`config.mk`:
```
export PLATFORM = sky130hd
export DESIGN_NAME = pico_riscv_core_p
export DESIGN_NICKNAME = d
export VERILOG_FILES = /design/src/rtl/pico_riscv_core_p.sv
export SDC_FILE = /design/constraint.sdc
export NUM_CORES = 1
export LEC_CHECK = 0
export CAP_MARGIN = 15
export CORE_ASPECT_RATIO = 1.4
export CORE_MARGIN = 1
export CORE_UTILIZATION = 46
export DETAILED_ROUTE_END_ITERATION = 10
export SYNTH_ARGS = -nofsm -noshare
export SYNTH_HDL_FRONTEND = slang
export SYNTH_SLANG_ARGS = --single-unit
```
`constraint.sdc`:
```
create_clock -name clk -period 6.15 [get_ports clk]
set_input_delay 1.23 -clock clk [delete_from_list [all_inputs] [get_ports clk]]
set_output_delay 1.23 -clock clk [all_outputs]
set_load 0.005 [all_outputs]
```
`src/rtl/pico_riscv_core_p.sv`:
```
// Tiny 16-bit-instruction RISC core: byte-serial imem loader, 8 x DATA_W regs, ALU/store/branch/halt.
// Define PICO_SIGNED_CMP_EN for two's-complement SLT/SLTI/BLT/BGE (default build compares unsigned).
module pico_riscv_core_p #(
  parameter int DATA_W     = 8,
  parameter int IMEM_DEPTH = 16
) (
  input  logic                          clk,
  input  logic                          rst_n,
  input  logic                          ld_valid,
  input  logic [7:0]                    ld_byte,
  input  logic                          run,
  output logic [DATA_W-1:0]             out_data,
  output logic                          out_valid,
  output logic [$clog2(IMEM_DEPTH)-1:0] pc,
  output logic                          busy,
  output logic                          halted
);
  localparam int PC_W = $clog2(IMEM_DEPTH);
  localparam int SH_W = $clog2(DATA_W);

  typedef enum logic [1:0] {S_IDLE, S_RUN, S_HALT} state_t;

  // rs2 shares bits [10:8] with the low bits of imm5
  typedef struct packed {
    logic [2:0] funct3;
    logic [4:0] imm5;
    logic [2:0] rs1;
    logic [2:0] rd;
    logic [1:0] op;
  } insn_t;

  state_t            state_q, state_d;
  logic              phase_q, phase_d;
  logic [7:0]        lo_q, lo_d;
  logic [PC_W-1:0]   wptr_q, wptr_d;
  logic [PC_W-1:0]   pc_q, pc_d;
  logic [DATA_W-1:0] out_data_q, out_data_d;
  logic              out_valid_q, out_valid_d;

  logic [15:0]       imem [IMEM_DEPTH];
  logic [DATA_W-1:0] regs_q [8];

  logic [15:0]       word;
  insn_t             ins;
  logic [2:0]        rs2_idx;
  logic [DATA_W-1:0] rs1v, rs2v, imm_z, alu_r, alu_i, rf_wd;
  logic [SH_W-1:0]   shamt;
  logic              lt_rr, lt_ri, taken, imem_we, rf_we;
  logic [7:0]        br_off;
  logic [PC_W-1:0]   pc_tgt;

  assign word    = imem[pc_q];
  assign ins     = insn_t'(word);
  assign rs2_idx = ins.imm5[2:0];
  assign rs1v    = (ins.rs1 == 3'd0) ? '0 : regs_q[ins.rs1];
  assign rs2v    = (rs2_idx == 3'd0) ? '0 : regs_q[rs2_idx];
  assign shamt   = rs2v[SH_W-1:0];
  assign imm_z   = {{(DATA_W-5){1'b0}}, ins.imm5};
  assign br_off  = {{3{ins.imm5[4]}}, ins.imm5};
  assign pc_tgt  = pc_q + br_off[PC_W-1:0];

`ifdef PICO_SIGNED_CMP_EN
  logic [DATA_W-1:0] imm_s;
  assign imm_s = {{(DATA_W-5){ins.imm5[4]}}, ins.imm5};
  assign lt_rr = $signed(rs1v) < $signed(rs2v);
  assign lt_ri = $signed(rs1v) < $signed(imm_s);
`else
  assign lt_rr = rs1v < rs2v;
  assign lt_ri = rs1v < imm_z;
`endif

  always_comb begin
    alu_r = '0;
    unique case (ins.funct3)
      3'b000: alu_r = rs1v + rs2v;
      3'b001: alu_r = rs1v - rs2v;
      3'b010: alu_r = rs1v & rs2v;
      3'b011: alu_r = rs1v | rs2v;
      3'b100: alu_r = rs1v ^ rs2v;
      3'b101: alu_r = rs1v << shamt;
      3'b110: alu_r = rs1v >> shamt;
      3'b111: alu_r = {{(DATA_W-1){1'b0}}, lt_rr};
    endcase
  end

  always_comb begin
    alu_i = imm_z;
    unique case (ins.funct3)
      3'b000:  alu_i = rs1v + imm_z;
      3'b010:  alu_i = {{(DATA_W-1){1'b0}}, lt_ri};
      3'b011:  alu_i = rs1v & imm_z;
      3'b100:  alu_i = rs1v | imm_z;
      default: alu_i = imm_z;
    endcase
  end

  always_comb begin
    taken = 1'b0;
    unique case (ins.funct3[1:0])
      2'b00: taken = (rs1v == rs2v);
      2'b01: taken = (rs1v != rs2v);
      2'b10: taken = lt_rr;
      2'b11: taken = !lt_rr;
    endcase
  end

  always_comb begin
    state_d     = state_q;
    phase_d     = phase_q;
    lo_d        = lo_q;
    wptr_d      = wptr_q;
    pc_d        = pc_q;
    out_data_d  = out_data_q;
    out_valid_d = 1'b0;
    imem_we     = 1'b0;
    rf_we       = 1'b0;
    rf_wd       = ins.op[0] ? alu_i : alu_r;
    unique case (state_q)
      S_IDLE: begin
        // a pending load byte wins over run, and run waits for a word boundary
        if (ld_valid) begin
          if (!phase_q) begin
            lo_d    = ld_byte;
            phase_d = 1'b1;
          end else begin
            imem_we = 1'b1;
            wptr_d  = wptr_q + PC_W'(1);
            phase_d = 1'b0;
          end
        end else if (run && !phase_q) begin
          state_d = S_RUN;
        end
      end
      S_RUN: begin
        if (!run) begin
          state_d = S_IDLE;
        end else if (word == 16'hFFFF) begin
          state_d = S_HALT;
        end else begin
          pc_d = pc_q + PC_W'(1);
          unique case (ins.op)
            2'b00, 2'b01: rf_we = 1'b1;
            2'b10: begin
              out_data_d  = rs2v;
              out_valid_d = 1'b1;
            end
            2'b11: if (taken) pc_d = pc_tgt;
          endcase
        end
      end
      S_HALT: begin
        if (!run) begin
          state_d = S_IDLE;
          pc_d    = '0;
        end
      end
      default: state_d = S_IDLE;
    endcase
  end

  always_ff @(posedge clk or negedge rst_n) begin
    if (!rst_n) begin
      state_q     <= S_IDLE;
      phase_q     <= 1'b0;
      lo_q        <= '0;
      wptr_q      <= '0;
      pc_q        <= '0;
      out_data_q  <= '0;
      out_valid_q <= 1'b0;
    end else begin
      state_q     <= state_d;
      phase_q     <= phase_d;
      lo_q        <= lo_d;
      wptr_q      <= wptr_d;
      pc_q        <= pc_d;
      out_data_q  <= out_data_d;
      out_valid_q <= out_valid_d;
    end
  end

  always_ff @(posedge clk or negedge rst_n) begin
    if (!rst_n) begin
      for (int i = 0; i < 8; i++) regs_q[i] <= '0;
    end else if (rf_we && ins.rd != 3'd0) begin
      regs_q[ins.rd] <= rf_wd;
    end
  end

  // program memory survives reset so a loaded image can be rerun
  always_ff @(posedge clk) begin
    if (imem_we) imem[wptr_q] <= {ld_byte, lo_q};
  end

  assign out_data  = out_data_q;
  assign out_valid = out_valid_q;
  assign pc        = pc_q;
  assign busy      = (state_q == S_RUN);
  assign halted    = (state_q == S_HALT);

endmodule

```
**After elaboration in Yosys (flattened, before gate mapping)**

Memories as Yosys holds them, arrays and structs flattened.
Cells that the tools add are included.

- Register bits: 92
- RAM bits: 256
- Input bits: 12
- Output and inout bits: 15
- Logic and storage cells: 125
- Memories kept: 1

- Add/subtract/negate cells: 6
- Order comparisons: 6
- Equal/unequal tests: 24
- Shift-type cells: 2
- Muxes and demuxes: 41
- Bitwise logic cells: 10
- Reductions and logical operators: 20

Memories:

| name | words | bits a word | read ports | clocked after memory_dff | wr ports | line | source |
|---|---|---|---|---|---|---|---|
| imem | 16 | 16 | 1 | 0 | 1 | 40 | `logic [15:0] imem [IMEM_DEPTH];` |

Operator list:

| kind | number |
|---|---|
| $bwmux 64 | 1 |
| $mux 8 | 8 |
| $pmux 8 s8 | 1 |
| $bmux 8 s3 | 2 |
| $pmux 8 s4 | 1 |
| $demux 8 s3 | 1 |
| $mux 4 | 5 |
| $eq 16x16->1 const B | 1 |
| $mux 1 | 14 |
| $eq 3x3->1 const B | 4 |
| $ge 4x4->1 const B | 3 |
| $not 3->4 | 3 |
| $reduce_and 4->1 | 3 |
| $eq 2x2->1 const B | 5 |
| $mux 2 | 5 |
| $ne 2x2->1 const B | 5 |
| $logic_not 3->1 | 3 |
| $add 4x1->4 const B | 2 |
| $add 8x5->8 | 1 |
| $add 8x8->8 | 1 |
| $and 8x5->8 | 1 |
| $and 8x8->8 | 1 |
| $eq 8x8->1 | 1 |
| $lt 8x5->1 | 1 |
| other kinds (26) | 36 |

**Longest topological paths before layout**

Gate-level depths: netlist (run 1).
An unclocked memory read counts as a cell.

- Depth in word-level cells: 14
- Mapped depth: 26

**Worst setup path after synthesis (run 1)**

No wires, ideal clock.

- Path kind: reg-to-reg
- Start: reg pc_q[1] (netlist: pc[1])
- End: reg regs_q[30] (netlist name)
- Arrival: 4.914 ns
- Data required time: 6.026 ns
- Path slack: 1.112 ns
- Stages on the path, launching flop included: 24
- Buffers on the path: 4
- Clock period less this slack: 5.038 ns
- Path through: dfrtp_1 -> buf_6 -> buf_6 -> mux4_2 -> o22ai_2 -> o22a_1 -> buf_4 -> a21oi_1 -> a311oi_1 -> a211o_1 -> inv_1 -> ha_1 -> fa_1 -> nor2b_1 -> o21ai_0 -> a31o_2 -> nor2b_1 -> xnor2_1 -> mux2i_1 -> a2bb2oi_1 -> o221ai_1 -> or3_1 -> buf_2 -> o31a_1

- Cells in the longest elaborated chain, start to end: 10
- Elaborated cells on any way between the ends: 51
- Those cells by class: add/sub: 3; order compare: 2; eq/ne: 9; shift: 2; mux: 18; bitwise: 8; reduce/logical: 8; memory: 1

Ends and longest elaborated chain:

| what | line | source |
|---|---|---|
| start, declared | 36 | `logic [PC_W-1:0] pc_q, pc_d;` |
| start signal, assigned | 175 | `pc_q <= pc_d;` |
| $mem_v2 16x16 * | - |  |
| $not 3->4, on equally long branches | 55, 56 |  |
| $bmux 8 s3, on equally long branches | 55, 56 |  |
| $mux 8, on equally long branches (3 in a row) | 55, 56 |  |
| $sub 8x8->8 (tied with other cells) | 76 | `3'b001: alu_r = rs1v - rs2v;` |
| $pmux 8 s8 / $pmux 8 s4 (equally long branches) | 74, 88 |  |
| $mux 8 | 117 | `rf_wd = ins.op[0] ? alu_i : alu_r;` |
| $bwmux 64 | 185 | `regs_q[ins.rd] <= rf_wd;` |
| end signal, assigned by index | 185 |  |
| end, declared | 41 | `logic [DATA_W-1:0] regs_q [8];` |

Every way passes the cells marked *; elsewhere a longest branch is shown, timed or not. The select of a mux whose other input is x is not followed.
A chain may end at the register's enable or synchronous reset.

**Worst setup path after layout (run 1)**

- Start: reg pc_q[2] (netlist: pc[2])
- End: reg regs_q[38] (netlist name)

Same word-level chain as after synthesis.

==> results of run 1 <==
[layout make-up]
cell class                      instances  area share [%]
Sequential cell                       340           49.99
Multi-Input combinational cell        826           36.26
Clock buffer                           46           4.987
Timing Repair Buffer                   85           3.780
Tap cell                              473           3.020
Clock inverter                         16           1.130
Inverter                               43          0.8365
[final timing paths]
kind	end	slack, ns
min reg2reg	out_data[4]	0.51
max	regs_q[38]	0.55
max reg2reg	regs_q[38]	0.55
min	out_data[4]	0.51
min in group asynchronous	regs_q[18]	0.78
max in group asynchronous	out_data[4]	4.37
[layer usage]
metal  track usage (%)  routed length (um)  vias to the layer above
li1                  -                   -                     5066
met1             30.31               18500                     5769
met3             4.218                2760                      171
met5                 0                   0                        -
met4             14.35                2782                        0
met2             46.23               25020                      460
[sequential cells by signal, indices dropped and copies added (netlist names)]
register / cells
out_data: 8
state_q: 2
phase_q: 1
wptr_q: 4
regs_q: 56
imem: 256
pc: 4
out_valid: 1
lo_q: 8
[worst max-delay path, delay by kind of cell, from the launching register on]
family / cells / cell delay (ns)
adder cells (fa/ha/maj): 2 / 0.68
AO/OA/AOI/OAI: 6 / 1.31
buffers and inverters: 3 / 0.58
flip-flops: 1 / 0.78
XOR/XNOR: 1 / 0.14
multiplexers: 3 / 0.59
AND/OR/NAND/NOR: 6 / 1.41
[cells in the final DEF, fill, tap and decap left out, drive strengths merged, types with 12 or more instances in the layout]
cell,netlist,routed
ha,48,48
o31ai,13,13
mux2,52,52
clkbuf,21,46
dfrtp,84,84
nor2b,19,19
xnor2,12,12
clkdlybuf4s50,0,25
and2,16,16
buf,46,60
mux2i,47,47
mux4,68,68
nor2,67,67
nand2,107,107
edfxtp,256,256
a21oi,73,73
o21ai,40,40
inv,42,45
nand3,35,35
nor3,16,16
a22oi,20,20
[logic make-up after synthesis]
logic type,Yosys count
multiplexers,167
buffers and inverters,110
AO/OA/AOI/OAI,285
XOR/XNOR,16
adder cells (fa/ha/maj),52
AND/OR/NAND/NOR,306
flip-flops,340
[per-stage QoR]
stage	hold slack, ns	instance area [um^2]	cells
2_1_floorplan	0.4756	17450	1276
3_3_place_gp	0.4888	18340	1765
3_5_place_dp	0.5012	18340	1765
4_1_cts	0.5150	19540	1827
5_1_grt	0.5323	19600	1829
6_report	0.5089	19600	1829
==> metrics, run 1 <==
outcome=finished with violations; failing checks=DRC; post-synth cell types=97; Synth Instances=1276; Setup CP Type=reg2reg; hold_buf cts=0; Yosys warning count=0; final hold violations=0; top cell type's share of synthesized area=44.06%; FF/Latch Area=9796 um^2; Sum Neg Setup Slack=0 ns; min Tclk post-route=5.603 ns; Slew @ Worst Pin=1.239 ns; HP Start=out_data[4]; Die Width=166.6 um; nets=1394; multiplexer share of the synthesized area=15.09%; Post-synth EDFFs=approximately 260; GP Congestion=~1.0; vias in the first global route=11708; Worst Setup Slack, final=0.5469 ns; FF+latch count, synth=340; Cell Rows=84; xor/xnor share of the synthesized area=0.8032%; Critical Path RT=6.56 ns; hold path depth=1; Top FF cell, synth=edfxtp_1; drt initial violations=~1000; Critical Path Start Type=flop; starting density of the core=46.63%; slowest stage cell, crit path=dfrtp_2; Clock Pin Slew Worst Setup and Hold Paths=0.07 ns; top post-synthesis cells by count=edfxtp_1, nand2_1, dfrtp_1, a21oi_1, mux4_2; Synth area leaders=edfxtp_1, dfrtp_1, mux4_2; most numerous cell in the Yosys netlist=edfxtp_1; gr usage total=26.11%; Relative slew margins=17.21%; initial antenna violation count=0; CTS tree=yes; dpl hpwl=34.01 mm; die footprint=38720 um^2; DRC=1; setup violators final=0; GRT overflow=0; post_cts resized=0; share of the clock period used by the worst path=91.11%; largest family of logic cells by synthesized area=multiplexers; crit path launch=pc[2]; Chip Height=about 230 um; Worst Path Max Fanout=23; Compound-Gate Fraction of Synth Area=12.06%; Slew Limit Fails=0; Hold WC Path Type=reg2reg; Max Cap Viol=0; Synth Area in Simple Gates=approximately 9%; area of the multi-input gates=between 7000 and 8000 um^2; sinks on the clock net=340; H-tree levels=2; Wirelength per Cell=26.83 um; Ports=27; antenna-violating nets left=0; first-pass GRT wire length=73.95 mm; DRT Pass-1 Iters=8; Clock Skews=around 0.013 ns; setup bufs post-CTS=0; Synth area leader=edfxtp_1; Mapped Area=17450 um^2; pre-CTS WS=0.6085 ns; antenna fix cells=0; vias per inst=6.269; cell depth of the worst flop-to-flop path=21; I/O Buffers=26; Worst Setup End Kind=flop; ys async rst share=24.71%; synthesis-to-finish area growth=12.31%; crit path DAT=6.02 ns; vias=about 11000; Adder-Cell Fraction of Synth Area=under 10%; final wirelength=around 49 mm; TritonCTS buffer count=34; Clock Path Buffers=3; Max stage delay on crit path=0.78 ns; clock latency on the worst-skew pair=0.53 ns; post-synthesis sequential area ratio=56.11%; mean area per synthesized cell=between 10 and 15 um^2; syn_nets=1340; clock root cell=clkbuf_16; CP cell instances=buf_4 -> mux4_2 -> mux2i_1 -> and2_1 -> nor2_1 -> buf_4 -> nor3_1 -> a211o_1 -> inv_1 -> ha_1 -> fa_1 -> nor2b_1 -> o21ai_0 -> a31o_2 -> nor2b_1 -> xnor2_1 -> mux2i_1 -> a2bb2oi_1 -> o221ai_1 -> or3_1 -> o31a_1; utilization after layout=between 50 and 60%; Peak Freq=178.5 MHz; worst reg2reg startpoint=pc[2]; unrepaired setup endpoints after global routing=no; largest net degree at the start of global routing=52; fillcell total=3174; share of cells above drive strength 1=21.39%; Core Region=approximately 37000 um^2
Power of run 1 is not shown: default switching activity piles up to over one toggle a cycle in this logic, so the estimate is an artifact.
==> inputs of run 2 (changes only) <==
Settings changed: CORE_UTILIZATION 46 to 25, MAX_ROUTING_LAYER from default to met4.
==> metrics, run 2 (synthesis results as in run 1) <==
I/O Buffers=26; Cell Rows=between 100 and 150; Top cell by count, worst path=buf_4; Top reg by flops=imem; unrepaired setup endpoints after global routing=no; CP cell instances=mux4_2 -> a22o_2 -> nor2_8 -> inv_4 -> buf_4 -> a211oi_1 -> a31oi_4 -> inv_2 -> buf_4 -> ha_1 -> o21bai_1 -> a21oi_1 -> o21bai_1 -> a211oi_1 -> nor3_1 -> a2111oi_0 -> buf_4 -> a311o_1 -> a32o_1 -> mux2_2; Chip Height=314.6 um; vias in the first global route=between 10000 and 15000; leading cell types in the layout, fill and taps excluded=edfxtp_1, nand2_1, dfrtp_1; H-tree levels=2; drt initial violations=918; final wirelength=50.16 mm; max reg flops=256; GRT overflow=0; setup bufs post-CTS=0; most common cell after layout, fill and taps aside=edfxtp_1; CTS tree=yes; Max stage delay on crit path=about 0.71 ns; Clock Path Buffers=3; first-pass GRT wire length=75.44 mm; Max Cap Viol=0; Core Region=69040 um^2; GP Congestion=0.9858; nets=1392; synthesis-to-finish area growth=15.64%; Top Registers=imem (256), regs_q (56); share of the clock period used by the worst path=95.14%; final hold violations=0; TritonCTS buffer count=36; clock root cell=clkbuf_16; CP delay by family, top=compound AO/OA/AOI/OAI gates; setup violators final=0; sinks on the clock net=340; Slew Limit Fails=0; Critical Path Start Type=flop; share of cells above drive strength 1=21.64%; Peak Freq=170.9 MHz; min Tclk post-route=5.851 ns; vias=11442; clock latency on the worst-skew pair=0.56 ns; Clock Pin Slew Worst Setup and Hold Paths=0.06 ns; Clock Skews=0.02753 ns; Slew @ Worst Pin=around 1.2 ns; antenna-violating nets left=0; gr usage total=between 10 and 15%; Worst Setup End Kind=flop; Wirelength per Cell=21.97 um; Relative slew margins=22.02%; DRT Pass-1 Iters=5; die footprint=70860 um^2; Critical Path RT=between 6 and 7 ns; Hold WC Path Type=reg2reg; Die Width=225.3 um; Worst Path Max Fanout=19; outcome=complete, no violations; slowest stage cell, crit path=a2111oi_0; crit path DAT=between 6 and 7 ns; vias per inst=5.012; dpl hpwl=35.15 mm; Ports=27; utilization after layout=29.22%; DRC=0; critical path buffer and inverter count=5; starting density of the core=25.27%; Sum Neg Setup Slack=0 ns; Setup CP Type=reg2reg; largest net degree at the start of global routing=46; initial antenna violation count=1
## run 2: changes by cell type in the layout (fill, tap and decap cells not counted), sizes merged
| cell | delta |
|---|---|
| diode | +1 |
| clkbuf | -1 |
| buf | -4 |
| bufinv | -1 |
| clkinv | +1 |
| clkinvlp | +3 |
## run 2: cell type report
type,count,area [um^2]
fill,6968,48860
multi-input combinational,826,7107
clock inverter,19,230.2
tap,928,1161
sequential,340,9799
clock buffer,45,964.7
antenna,1,2.502
timing repair buffer,81,747.0
inverter,43,163.9
## run 2: per-stage QoR
step           worst slack [ns]  instances  instance area [um^2]  hold slack [ns]
6_report                 0.2988       2283                 20180           0.5090
5_1_grt                 0.03172       2283                 20180           0.5353
4_1_cts                  0.1346       2279                 20100           0.5158
3_5_place_dp             0.1522       2215                 18910           0.5024
3_3_place_gp             0.1637       2214                 18880           0.4905
2_1_floorplan             1.112       1276                 17450           0.4756
## run 2: worst reg2reg max path, delay by kind of cell (launching register included)
family | cells | cell delay [ns]
adders and majority gates | 1 | 0.21
buffers and inverters | 5 | 1.04
and+or+nand+nor | 2 | 0.40
DFF | 1 | 0.59
muxes | 2 | 0.81
AOI/OAI and AO/OA | 10 | 2.74
## run 2: timing repair
| action | 4_1_cts | 5_1_grt |
|---|---|---|
| hold endpoints to repair | 0 | 0 |
| hold buffers | 0 | 0 |
| endpoints found under the setup margin | 0 | 28 |
| gates resized for setup | 0 | 3 |
## run 2: final timing paths
check / start / end / slack, ns / cells after the start
min in group asynchronous: rst_n / regs_q[27] / 0.69 / 1
max in group asynchronous: rst_n / pc[0] / 4.29 / 2
min reg2reg: out_data[4] / out_data[4] / 0.51 / 1
max reg2reg: pc[3] / regs_q[31] / 0.30 / 20
min: out_data[4] / out_data[4] / 0.51 / 1
max: pc[3] / regs_q[31] / 0.30 / 20
## run 2: routing by layer
| metal | vias up | track usage, % | routed length [um] |
|---|---|---|---|
| li1 | 5066 | - | - |
| met1 | 5802 | 16.05 | 18900 |
| met2 | 431 | 25.79 | 26040 |
| met3 | 143 | 2.464 | 2584 |
| met4 | 0 | 7.483 | 2637 |
| met5 | - | - | 0 |
Power of run 2 is left out for the same reason.
==> inputs of run 3 (changes only) <==
Settings changed: ABC_AREA from default to 1, CORE_MARGIN 1 to default, SLEW_MARGIN from default to 30.
==> metrics, run 3 <==
most common cell after layout, fill and taps aside=nand2_1; dpl hpwl=36.43 mm; Clock Skews=roughly 0.025 ns; Peak Freq=175.2 MHz; Top cell by count, worst path=nand3_1; Synth area leaders=edfxtp_1, dfrtp_1, nand2_1; Critical Path RT=6.60 ns; vias in the first global route=13365; syn_nets=1937; pre-CTS WS=0.5145 ns; Synth area leader=edfxtp_1; gr usage total=15.52%; starting density of the core=25.39%; FF+latch count, synth=348; vias=13605; Synth Instances=1873; crit path DAT=6.16 ns; first-pass GRT wire length=between 80 and 90 mm; nets=1957; Relative slew margins=37.79%; synthesis-to-finish area growth=13.32%; share of cells above drive strength 1=10.32%; Slew Limit Fails=0; setup bufs post-CTS=0; Worst Setup Slack, final=0.4423 ns; Cell Rows=115; Critical Path Start Type=flop; post-synth cell types=55; Setup CP Type=reg2reg; most numerous cell in the Yosys netlist=nand2_1; initial antenna violation count=1; Yosys warning count=0; Top reg by flops=imem; Worst Path Max Fanout=138; slowest stage cell, crit path=dfrtp_4; Post-synth EDFFs=approximately 260; Top Registers=imem (256), regs_q (64); Mapped Area=about 18000 um^2; largest net degree at the start of global routing=139; outcome=complete, no violations; TritonCTS buffer count=38; post-synthesis sequential area ratio=55.70%; die footprint=72830 um^2; top cell type's share of synthesized area=42.86%; I/O Buffers=26; setup violators final=0; DRC=0; H-tree levels=2; DRT Pass-1 Iters=6; Max stage delay on crit path=0.47 ns; GP Congestion=between 0.9 and 1; unrepaired setup endpoints after global routing=no; final wirelength=55.68 mm; drt initial violations=1066; GRT overflow=0; mean area per synthesized cell=about 9.6 um^2; sinks on the clock net=348; min Tclk post-route=5.708 ns; leading cell types in the layout, fill and taps excluded=nand2_1, edfxtp_1, nand3_1; Max Cap Viol=0; Wirelength per Cell=between 15 and 20 um; Ports=27; top post-synthesis cells by count=nand2_1, edfxtp_1, nand3_1, nor2_1, inv_1; Clock Pin Slew Worst Setup and Hold Paths=0.06 ns; Top FF cell, synth=edfxtp_1; clock latency on the worst-skew pair=~0.56 ns; final hold slack=0.3771 ns; CTS tree=yes; max reg flops=256; Sum Neg Setup Slack=0 ns; Slew @ Worst Pin=0.9322 ns; antenna-violating nets left=0; Chip Height=318.9 um; Core Region=approximately 71000 um^2; Clock Path Buffers=3; ys async rst share=about a quarter; vias per inst=4.764; share of the clock period used by the worst path=92.81%; Worst Setup End Kind=flop; Die Width=228.4 um; clock root cell=clkbuf_16; Hold WC Path Type=reg2reg; final hold violations=0
## run 3: final timing paths
kind | endpoint | cells after the start | startpoint | slack [ns]
min in group asynchronous | regs_q[60] | 2 | rst_n | 0.68
setup reg to reg | regs_q[39] | 28 | pc[0] | 0.44
hold / removal | regs_q[59] | 0 | regs_q[59] | 0.38
max in group asynchronous | pc[0] | 2 | rst_n | 4.77
hold reg to reg | regs_q[59] | 0 | regs_q[59] | 0.38
setup / recovery | regs_q[39] | 28 | pc[0] | 0.44
## run 3: area by class of cell
| type | instances | area, um^2 |
|---|---|---|
| tap | 936 | 1171 |
| clock buffer | 57 | 1042 |
| fill | 7274 | 50320 |
| antenna | 1 | 2.502 |
| inverter | 158 | 611.8 |
| timing repair buffer | 64 | 566.8 |
| sequential | 348 | 9996 |
| multi-input combinational | 1283 | 6823 |
| clock inverter | 9 | 112.6 |
## run 3: critical path, delay by kind of cell, from the launching register on
kind	cells	cell delay, ns
adder cells (fa/ha/maj)	1	0.45
flip-flops	1	0.47
AO/OA/AOI/OAI	5	0.89
buffers and inverters	3	0.94
AND/OR/NAND/NOR	19	2.72
## run 3: stage by stage
step | area [um^2] | util (%) | cells
floorplan | 17940 | - | 1873
global placement | 19140 | 27.10 | 2789
detailed placement | 19150 | 27.11 | 2789
CTS | 20310 | 28.75 | 2855
global route | 20330 | 28.77 | 2856
finish | 20330 | 28.77 | 2856
## run 3: metal layers
| layer | track usage [%] | share of wire [%] | vias to the layer above |
|---|---|---|---|
| met5 | - | 0 | - |
| met4 | 6.249 | 4.0 | 0 |
| met3 | 2.217 | 4.4 | 118 |
| met2 | 28.01 | 52 | 427 |
| met1 | 17.03 | 39 | 6651 |
| li1 | - | - | 6409 |
## run 3: what timing repair did
item	4_1_cts	5_1_grt
endpoints found under the setup margin	0	7
hold buffers	0	0
hold endpoints to repair	0	0
resized for setup	0	2
## run 3: kinds of logic after synthesis
family	share of synthesized area [%]
and+or+nand+nor	23.61
adders and majority gates	3.795
buffers and inverters	6.655
xor gates and xnor gates	0.7813
AOI/OAI and AO/OA	8.957
muxes	0.5023
DFF	55.70
Power of run 3 is left out for the same reason.
